--- src/rtl/canvas_pkg.sv ---
// Shared definitions for the canvas cursor: button indices, colours, status layout, edge stepping.
// Latency: none (constants and a pure function).
// Backpressure: not applicable.
package canvas_pkg;

    localparam int BTN_UP    = 3;
    localparam int BTN_DOWN  = 2;
    localparam int BTN_RIGHT = 1;
    localparam int BTN_LEFT  = 0;

    typedef logic [2:0] color_t;

    localparam color_t BLACK   = 3'b000;
    localparam color_t BLUE    = 3'b001;
    localparam color_t GREEN   = 3'b010;
    localparam color_t CYAN    = 3'b011;
    localparam color_t RED     = 3'b100;
    localparam color_t MAGENTA = 3'b101;
    localparam color_t YELLOW  = 3'b110;
    localparam color_t WHITE   = 3'b111;

    localparam int ST_PX_VALID  = 0;
    localparam int ST_BTN_LSB   = 1;
    localparam int ST_COLOR_LSB = 5;

    // Opposing requests cancel; otherwise step one cell, wrapping or saturating at the edges.
    function automatic int step_pos(input int pos, input logic inc, input logic dec,
                                    input int max_pos, input logic wrap);
        if (inc && !dec)
            return (pos == max_pos) ? (wrap ? 0 : max_pos) : pos + 1;
        if (dec && !inc)
            return (pos == 0) ? (wrap ? max_pos : 0) : pos - 1;
        return pos;
    endfunction

endpackage

--- src/rtl/canvas_debounce.sv ---
// One button: 2-flop synchroniser, inversion and debounce counter producing a level and a press pulse.
// Latency: 2 sync edges + DEBOUNCE_CYCLES edges from a stable raw change to level/rise.
// Backpressure: none; rise is a single-cycle pulse that the consumer may ignore.
module canvas_debounce #(
    parameter int DEBOUNCE_CYCLES = 4
) (
    input  logic clk,
    input  logic rst,
    input  logic btn_n,
    output logic level,
    output logic rise
);

    localparam int CW = (DEBOUNCE_CYCLES > 1) ? $clog2(DEBOUNCE_CYCLES) : 1;
    localparam logic [CW-1:0] CNT_LAST = CW'(DEBOUNCE_CYCLES - 1);

    logic          sync1;
    logic          sync2;
    logic [CW-1:0] cnt;
    logic          s;

    assign s = ~sync2;

    always_ff @(posedge clk or posedge rst) begin
        if (rst) begin
            sync1 <= 1'b1;
            sync2 <= 1'b1;
            level <= 1'b0;
            cnt   <= '0;
            rise  <= 1'b0;
        end else begin
            sync1 <= btn_n;
            sync2 <= sync1;
            rise  <= 1'b0;
            if (s == level) begin
                cnt <= '0;
            end else if (cnt == CNT_LAST) begin
                level <= s;
                cnt   <= '0;
                rise  <= s;
            end else begin
                cnt <= cnt + 1'b1;
            end
        end
    end

endmodule

--- src/rtl/canvas_cursor.sv ---
// Debounced button cursor on a CANVAS_W x CANVAS_H grid issuing one pixel write per move (auto-repeat: CANVAS_AUTOREPEAT_EN).
// Latency: 2 + DEBOUNCE_CYCLES + 1 edges from a stable raw press to cursor update and px_valid.
// Backpressure: single-entry output register; events arriving while px_valid is high are dropped.
module canvas_cursor
    import canvas_pkg::*;
#(
    parameter int CANVAS_W        = 16,
    parameter int CANVAS_H        = 16,
    parameter int DEBOUNCE_CYCLES = 4,
    parameter int WRAP            = 1,
    parameter int REPEAT_DELAY    = 32,
    parameter int REPEAT_PERIOD   = 8,
    localparam int XW = $clog2(CANVAS_W),
    localparam int YW = $clog2(CANVAS_H)
) (
    input  logic          clk,
    input  logic          rst,
    input  logic [3:0]    buttons_n,
    input  logic [2:0]    rgb_sel,
    input  logic          brush,
    output logic [XW-1:0] cur_x,
    output logic [YW-1:0] cur_y,
    output logic          px_valid,
    input  logic          px_ready,
    output logic [XW-1:0] px_x,
    output logic [YW-1:0] px_y,
    output logic [2:0]    px_color,
    output logic [7:0]    status
);

    logic [3:0]    level;
    logic [3:0]    rise;
    logic [3:0]    rep_ev;
    logic [3:0]    ev;
    logic          take;
    color_t        color_mix;
    logic [XW-1:0] nx;
    logic [YW-1:0] ny;
    logic [7:0]    status_nxt;

    for (genvar i = 0; i < 4; i++) begin : g_btn
        canvas_debounce #(.DEBOUNCE_CYCLES(DEBOUNCE_CYCLES)) u_db (
            .clk   (clk),
            .rst   (rst),
            .btn_n (buttons_n[i]),
            .level (level[i]),
            .rise  (rise[i])
        );
    end

`ifdef CANVAS_AUTOREPEAT_EN
    localparam int RMAX = (REPEAT_DELAY > REPEAT_PERIOD) ? REPEAT_DELAY : REPEAT_PERIOD;
    localparam int RW   = $clog2(RMAX + 1);

    logic [3:0]    lvl_q;
    logic [RW-1:0] rep_cnt;
    logic          rep_phase;
    logic          one_hot;
    logic          changed;
    logic          rep_fire;

    assign one_hot  = (level != 4'b0000) && ((level & (level - 4'd1)) == 4'b0000);
    assign changed  = (level != lvl_q);
    assign rep_fire = one_hot && !changed &&
                      (rep_phase ? (rep_cnt == RW'(REPEAT_PERIOD)) : (rep_cnt == RW'(REPEAT_DELAY)));
    assign rep_ev   = rep_fire ? level : 4'b0000;

    // rep_cnt holds the number of cycles since the last level change or repeat.
    always_ff @(posedge clk or posedge rst) begin
        if (rst) begin
            lvl_q     <= 4'b0000;
            rep_cnt   <= RW'(1);
            rep_phase <= 1'b0;
        end else begin
            lvl_q <= level;
            if (changed || !one_hot) begin
                rep_cnt   <= RW'(1);
                rep_phase <= 1'b0;
            end else if (rep_fire) begin
                rep_cnt   <= RW'(1);
                rep_phase <= 1'b1;
            end else begin
                rep_cnt <= rep_cnt + 1'b1;
            end
        end
    end
`else
    // Repeat parameters are inert without the macro.
    localparam bit REPEAT_CFG_OK = (REPEAT_DELAY >= 1) && (REPEAT_PERIOD >= 1);
    assign rep_ev = {4{REPEAT_CFG_OK}} & 4'b0000;
`endif

    assign ev        = rise | rep_ev;
    assign take      = (ev != 4'b0000) && !px_valid;
    assign color_mix = brush ? color_t'(rgb_sel) : BLACK;

    always_comb begin
        nx = XW'(step_pos(int'(cur_x), ev[BTN_RIGHT], ev[BTN_LEFT], CANVAS_W - 1, WRAP != 0));
        ny = YW'(step_pos(int'(cur_y), ev[BTN_DOWN], ev[BTN_UP], CANVAS_H - 1, WRAP != 0));
    end

    always_comb begin
        status_nxt                       = '0;
        status_nxt[ST_COLOR_LSB +: 3]    = color_mix;
        status_nxt[ST_BTN_LSB +: 4]      = level;
        status_nxt[ST_PX_VALID]          = px_valid;
    end

    always_ff @(posedge clk or posedge rst) begin
        if (rst) begin
            cur_x    <= '0;
            cur_y    <= '0;
            px_valid <= 1'b0;
            px_x     <= '0;
            px_y     <= '0;
            px_color <= BLACK;
            status   <= '0;
        end else begin
            status <= status_nxt;
            if (take) begin
                cur_x    <= nx;
                cur_y    <= ny;
                px_x     <= nx;
                px_y     <= ny;
                px_color <= color_mix;
                px_valid <= 1'b1;
            end else if (px_ready) begin
                px_valid <= 1'b0;
            end
        end
    end

endmodule

--- config.mk ---
export PLATFORM = sky130hd
export DESIGN_NAME = canvas_cursor
export DESIGN_NICKNAME = d
export VERILOG_FILES = /design/src/rtl/canvas_pkg.sv /design/src/rtl/canvas_debounce.sv /design/src/rtl/canvas_cursor.sv
export SDC_FILE = /design/constraint.sdc
export NUM_CORES = 1
export LEC_CHECK = 0
export BUFFER_PORTS_ARGS = -buffer_cell sky130_fd_sc_hd__buf_2
export CORE_ASPECT_RATIO = 1.75
export CORE_MARGIN = 4
export CORE_UTILIZATION = 58
export DETAILED_ROUTE_END_ITERATION = 8
export PLACE_DENSITY = 0.9
export SLEW_MARGIN = 20
export SYNTH_ARGS = -nofsm -noshare
export SYNTH_HDL_FRONTEND = slang
export SYNTH_SLANG_ARGS = --single-unit
--- constraint.sdc ---
create_clock -name clk -period 3.6 [get_ports clk]
set_input_delay 0.36 -clock clk [delete_from_list [all_inputs] [get_ports clk]]
set_output_delay 0.36 -clock clk [all_outputs]
set_load 0.03 [all_outputs]
== Word level (Yosys, flattened, before mapping) ==
Cells that the tools add are included.

* Add/subtract/negate cells: 8
* Equality and inequality tests: 10
* Multiplexer cells: 37
* Bitwise operators: 8
* Reductions and logical operators: 22

{| class="wikitable"
|+ Operator list
! kind !! number
|-
| two-way mux 4 bit || 12
|-
| two-way mux 1 bit || 16
|-
| two-way mux 2 bit || 8
|-
| AND reduction 2 bit || 6
|-
| adder 2 x 1 -> 2 bit (second input constant) || 4
|-
| adder 4 x 1 -> 4 bit (second input constant) || 2
|-
| == test 2 bit (second input constant) || 4
|-
| == test 4 x 1 -> 1 bit (second input constant) || 2
|-
| logical NOT 4 bit || 2
|-
| NOT 1 bit || 8
|-
| subtractor 4 x 1 -> 4 bit (second input constant) || 2
|-
| nonzero test 2 bit || 3
|-
| logical AND 1 bit || 5
|-
| logical NOT 1 bit || 5
|-
| == test 1 bit || 4
|-
| nonzero test 4 bit || 1
|-
| two-way mux 3 bit || 1
|}

* Register bits after elaboration: 44
* Input port bits: 11
* Output and inout bits: 28
* Word-level logic and storage cells: 110

== Logic depth before layout (Yosys ltp) ==
* Depth after elaboration: 6
* Depth in mapped cells: 6
* Mapped depth without buffers: 5

== Cells and area by module ==
Synthesis repeated with hierarchy kept, for this count alone.

* Cells, all modules: 180
* Area, all modules: 1964.4 um^2

{| class="wikitable"
|+ By module, submodules not included
! module !! times used !! cells an instance !! area each (um^2) !! sequential area each (um^2)
|-
| canvas_cursor || 1 || 120 || 1118.6 || 500.5
|-
| canvas_debounce || 4 || 15 || 211.5 || 152.6
|}

== Worst setup path before layout ==
Ideal clock, no wire load.

* Path type: register -> register
* From: reg, netlist name px_x[0]
* To: reg px_x[0]
* Library setup time: 0.073 ns
* Arrival time: 1.531 ns
* Data required time: 3.527 ns
* Slack: 1.996 ns
* Stages on the path, launching flop included: 6
* Buffers on the path: 0
* Clock period less this slack: 1.604 ns
* Cells stage by stage: dfrtp_1 > inv_1 > ha_1 > or3b_1 > o2111ai_1 > a21boi_2

{| class="wikitable"
|+ RTL lines
! item !! line !! text
|-
| end signal: assignment || canvas_cursor.sv:123 || <nowiki>px_x <= nx;</nowiki>
|-
| end: declaration || canvas_cursor.sv:25 || <nowiki>output logic [XW-1:0] px_x,</nowiki>
|}

== Final worst setup path ==
* From: reg g_btn[2].u_db.rise
* To: reg px_y[3]

* Longest elaborated chain between the ends: 6
* Elaborated cells between the ends (all ways): 14
* Those cells by class: 7 x mux; 7 x reduce/logical

{| class="wikitable"
|+ Ends and longest elaborated chain
! item !! line !! text
|-
| start: declaration || canvas_debounce.sv:11 || <nowiki>output logic rise</nowiki>
|-
| start signal: assignment || canvas_debounce.sv:40 || <nowiki>rise <= s;</nowiki>
|-
| logical NOT 1 bit || canvas_pkg.sv:31 || <nowiki>if (dec && !inc)</nowiki>
|-
| logical AND 1 bit || canvas_pkg.sv:31 ||
|-
| two-way mux 1 bit (2 in a row) || canvas_pkg.sv:31 ||
|-
| nonzero test 2 bit (no line) || - ||
|-
| AND reduction 2 bit (no line) || - ||
|-
| end signal: assignment || canvas_cursor.sv:124 || <nowiki>px_y <= ny;</nowiki>
|-
| end: declaration || canvas_cursor.sv:26 || <nowiki>output logic [YW-1:0] px_y,</nowiki>
|}

Parallel ways exist; a longest one is shown, timed or not. The select of a mux whose other input is x is not followed.
A chain may end at the register's enable or synchronous reset.

==> summary.log <==
INFO  status         status=finished, final reports clean
INFO  clock_network  cts.repair_timing.setup_buffer_count=0
INFO  power_and_ir_drop vdd_ir_drop_max=0.4961mV
INFO  synthesis      yosys_top_cell_by_area=dfrtp_1
INFO  routing        first_iter_violations=35
INFO  critical_path  crit_required=3.79ns
INFO  synthesis      yosys_most_used_dff=dfrtp_1
INFO  critical_path  crit_end=px_y[3]
INFO  layout         area.growth.synth_to_final=13.61%
INFO  synthesis      synth.cell_area=0.002041mm2
INFO  place          buffer_ports.inserted=38
INFO  floorplanning  placeableCoreArea=0.003398mm2
INFO  timing         period_minus_slack=1.686ns
INFO  floorplanning  fp.dieW=52.84um
INFO  synthesis      yosys_warnings=0
INFO  layout         multi_input_gate_area_in_the_final_layout=778.2um2
INFO  synthesis      synth_seq_cells=44
INFO  clock_network  clockRootBuffer=clkbuf_8
INFO  routing        vias=1403
INFO  clock_network  cts_tree=yes
INFO  floorplanning  start_util=60.05%
INFO  layout         layout.area.seq=0.001111mm2
INFO  global_route   grt.met3_usage=4.819%
INFO  synthesis      synth_cell_types=38
INFO  floorplanning  row_count=28
INFO  clock_network  cts.reportedPaths.clkPinSlew=0.08ns
INFO  routing        dr.pass1.iters=4
INFO  synthesis      yosysMostFrequentCell=dfrtp_1
INFO  timing         setup_tns_final=0ns
INFO  global_route   grt_max_degree=45
INFO  clock_network  cts.sinks=44
INFO  routing        drtAntennaViolNets=0
INFO  synthesis      synth_area_leaders=dfrtp_1 (44%), dfstp_2 (10%), ha_1 (8.6%)
INFO  routing        drc=0
INFO  clock_network  clock_tree.buffer_depth=2
INFO  timing         clock.fmax=0.5931GHz
INFO  power_and_ir_drop pwr_density_cell=645.8mW/mm2
INFO  critical_path  crit_end_category=register
INFO  floorplanning  floorplan.die_area=0.004569mm2
INFO  timing         timing_worst_slew_pin_value=0.5177ns
INFO  global_route   grt_first_pass_wirelength=5.961mm
INFO  global_route   met2_usage=30.43%
INFO  critical_path  cp_max_fo=11
INFO  floorplanning  die_h=86.47um
INFO  critical_path  timing_worst_setup_path_type=reg -> reg
INFO  synthesis      postSynth.asyncResetShare=100.0%
INFO  critical_path  ff2ff_setup_slack=1.91ns
INFO  global_route   grtUsageTotal=17.72%
INFO  synthesis      ys_seq_area_share=54.45%
INFO  critical_path  cp-startpoint=g_btn[2].u_db.rise
INFO  worst_hold_path min_path_type=in -> reg
INFO  critical_path  rr_endpoint=px_y[3]
INFO  layout         final.fill_count=269
INFO  timing         timing_max_transition_violations_final=0
INFO  place          placedCellCount=253
INFO  synthesis      synth-edff-count=0
INFO  clock_network  htree_num_levels=2
INFO  synthesis      synth_cells=180
INFO  worst_hold_path hp-start=buttons_n[2]
INFO  critical_path  reg2reg_from=g_btn[2].u_db.rise
INFO  critical_path  critical_path.startpoint_type=register
INFO  timing         unrepaired_setup_endpoints_after_global_routing=no
INFO  flow_run       max_cap_viol=0
INFO  clock_network  post_cts_resize_count=0
INFO  timing         fin_worst_skew=0.01146ns
INFO  critical_path  worst_r2r_path_depth=5
INFO  layout         final_nets=240
INFO  synthesis      synth_nets=205
INFO  power_and_ir_drop leakage=1.149nW
INFO  routing        routed_via_density=5.375
INFO  global_route   grt_met1_usage=19.54%
INFO  global_route   overflow=0
INFO  place          detailedPlacementHpwl=2.652mm
INFO  place          gpl.final_weighted_congestion=0.7536
INFO  global_route   via_count_of_the_first_global_routing_pass=1407
INFO  global_route   grt_antenna_before_repair=0
INFO  timing         finalHoldViolations=0
INFO  synthesis      synth.top_cell.area_share=44.14%
INFO  critical_path  critPathArrivalTime=1.88ns
INFO  clock_network  number_of_clock_buffers_inserted_by_tritoncts=5
INFO  layout         finalNonFillerCells=261
INFO  layout         diodes=0
INFO  layout         proportion_of_layout_cells_with_a_drive_suffix_above_1=27.31%
INFO  global_route   most_used_layer_global_route=met2
INFO  routing        route.final.wire_length=3.548mm
INFO  timing         setup_viol_count_final=0
INFO  synthesis      postSynthAreaPerCell=11.34um2
INFO  routing        routedWlPerCell=13.59um
INFO  synthesis      synthTopCellsByCount=dfrtp_1 (36), inv_1 (18), nand2_1 (18), ha_1 (14), nor2_1 (10)
INFO  timing         finalCritPeriodShare=46.83%
INFO  clock_network  clk_latency=0.30ns
INFO  clock_network  cts_hold_buf=0
INFO  timing         worst_slew_margin_rel=65.49%
INFO  floorplanning  io_pins=39
where the power goes:
group,leakage [nW],internal [mW],switching (mW)
clock network,0.0552,0.206,0.158
registers,0.553,0.617,0.0893
logic,0.541,0.141,0.286
total,1.15,0.964,0.533
worst min-delay path by stage:
stage / end / slack, ns / cells past startpoint
floorplan: g_btn[0].u_db.sync2 / 0.35 / 0
global placement: g_btn[0].u_db.sync2 / 0.35 / 0
detailed placement: g_btn[2].u_db.sync2 / 0.35 / 0
CTS: g_btn[2].u_db.sync1 / 0.14 / 1
global route: g_btn[2].u_db.sync1 / 0.15 / 1
finish: g_btn[2].u_db.sync1 / 0.16 / 1
critical path, stage by stage (launching register included):
cell	delay, ns
dfrtp_1	0.35
inv_1	0.06
ha_1	0.23
a21oi_2	0.42
nand2_1	0.15
o32a_1	0.36
logic make-up after synthesis:
kind of cell | synth area share (%)
compound gates | 11.53
xor+xnor | 1.717
fa+ha+maj | 8.584
buf+inv | 7.418
flops | 54.44
mux | 2.085
simple gates | 14.22
per-stage QoR:
step / setup slack, ns / power, mW / hold WS, ns / area (um2) / utilization [%]
2_1_floorplan: 1.996 / 1.031 / 0.3452 / 2041 / -
3_3_place_gp: 1.965 / 1.125 / 0.3454 / 2211 / 65.06
3_5_place_dp: 1.915 / 1.149 / 0.3473 / 2211 / 65.06
4_1_cts: 1.894 / 1.516 / 0.1444 / 2318 / 68.23
5_1_grt: 1.797 / 1.588 / 0.1482 / 2318 / 68.23
6_report: 1.914 / 1.497 / 0.1551 / 2318 / 68.23
flip-flops by register name, indices dropped and copies added (netlist names):
| register | count |
|---|---|
| g_btn.u_db.cnt | 8 |
| g_btn.u_db.level | 4 |
| g_btn.u_db.rise | 4 |
| g_btn.u_db.sync1 | 4 |
| g_btn.u_db.sync2 | 4 |
| px_color | 3 |
| px_valid | 1 |
| px_x | 4 |
| px_y | 4 |
| status | 8 |
layer usage:
| layer | share of wire (%) | vias to the layer above |
|---|---|---|
| met5 | 0 | - |
| met4 | 2.4 | 0 |
| met3 | 5.0 | 8 |
| met2 | 54 | 35 |
| met1 | 38 | 686 |
| li1 | - | 674 |
cell type report:
type / count / area share [%]
Sequential cell: 44 / 47.92
Multi-Input combinational cell: 107 / 33.57
Inverter: 18 / 2.914
Tap cell: 45 / 2.428
Clock inverter: 2 / 1.511
Clock buffer: 6 / 3.130
Timing Repair Buffer: 39 / 8.527
cells in the final DEF (no fill, tap or decap), types with 2 or more instances in the layout:
cell type	count
nor2_1	10
and2_1	3
xor2_1	4
nand3_1	2
a221oi_1	2
and3_1	2
nand4_1	2
mux2i_1	2
a21o_1	3
inv_1	17
o21ai_0	2
nor3_1	6
a21oi_1	4
or2_0	2
clkbuf_8	5
a211oi_1	2
nand2_1	18
dfstp_2	8
buf_2	38
nor3b_1	2
ha_1	14
dfrtp_1	36
nand2b_1	6
o221a_1	2
o32a_1	2
o2111ai_1	5
o21ai_1	2
Note: power is estimated with default switching activity, not from simulation.
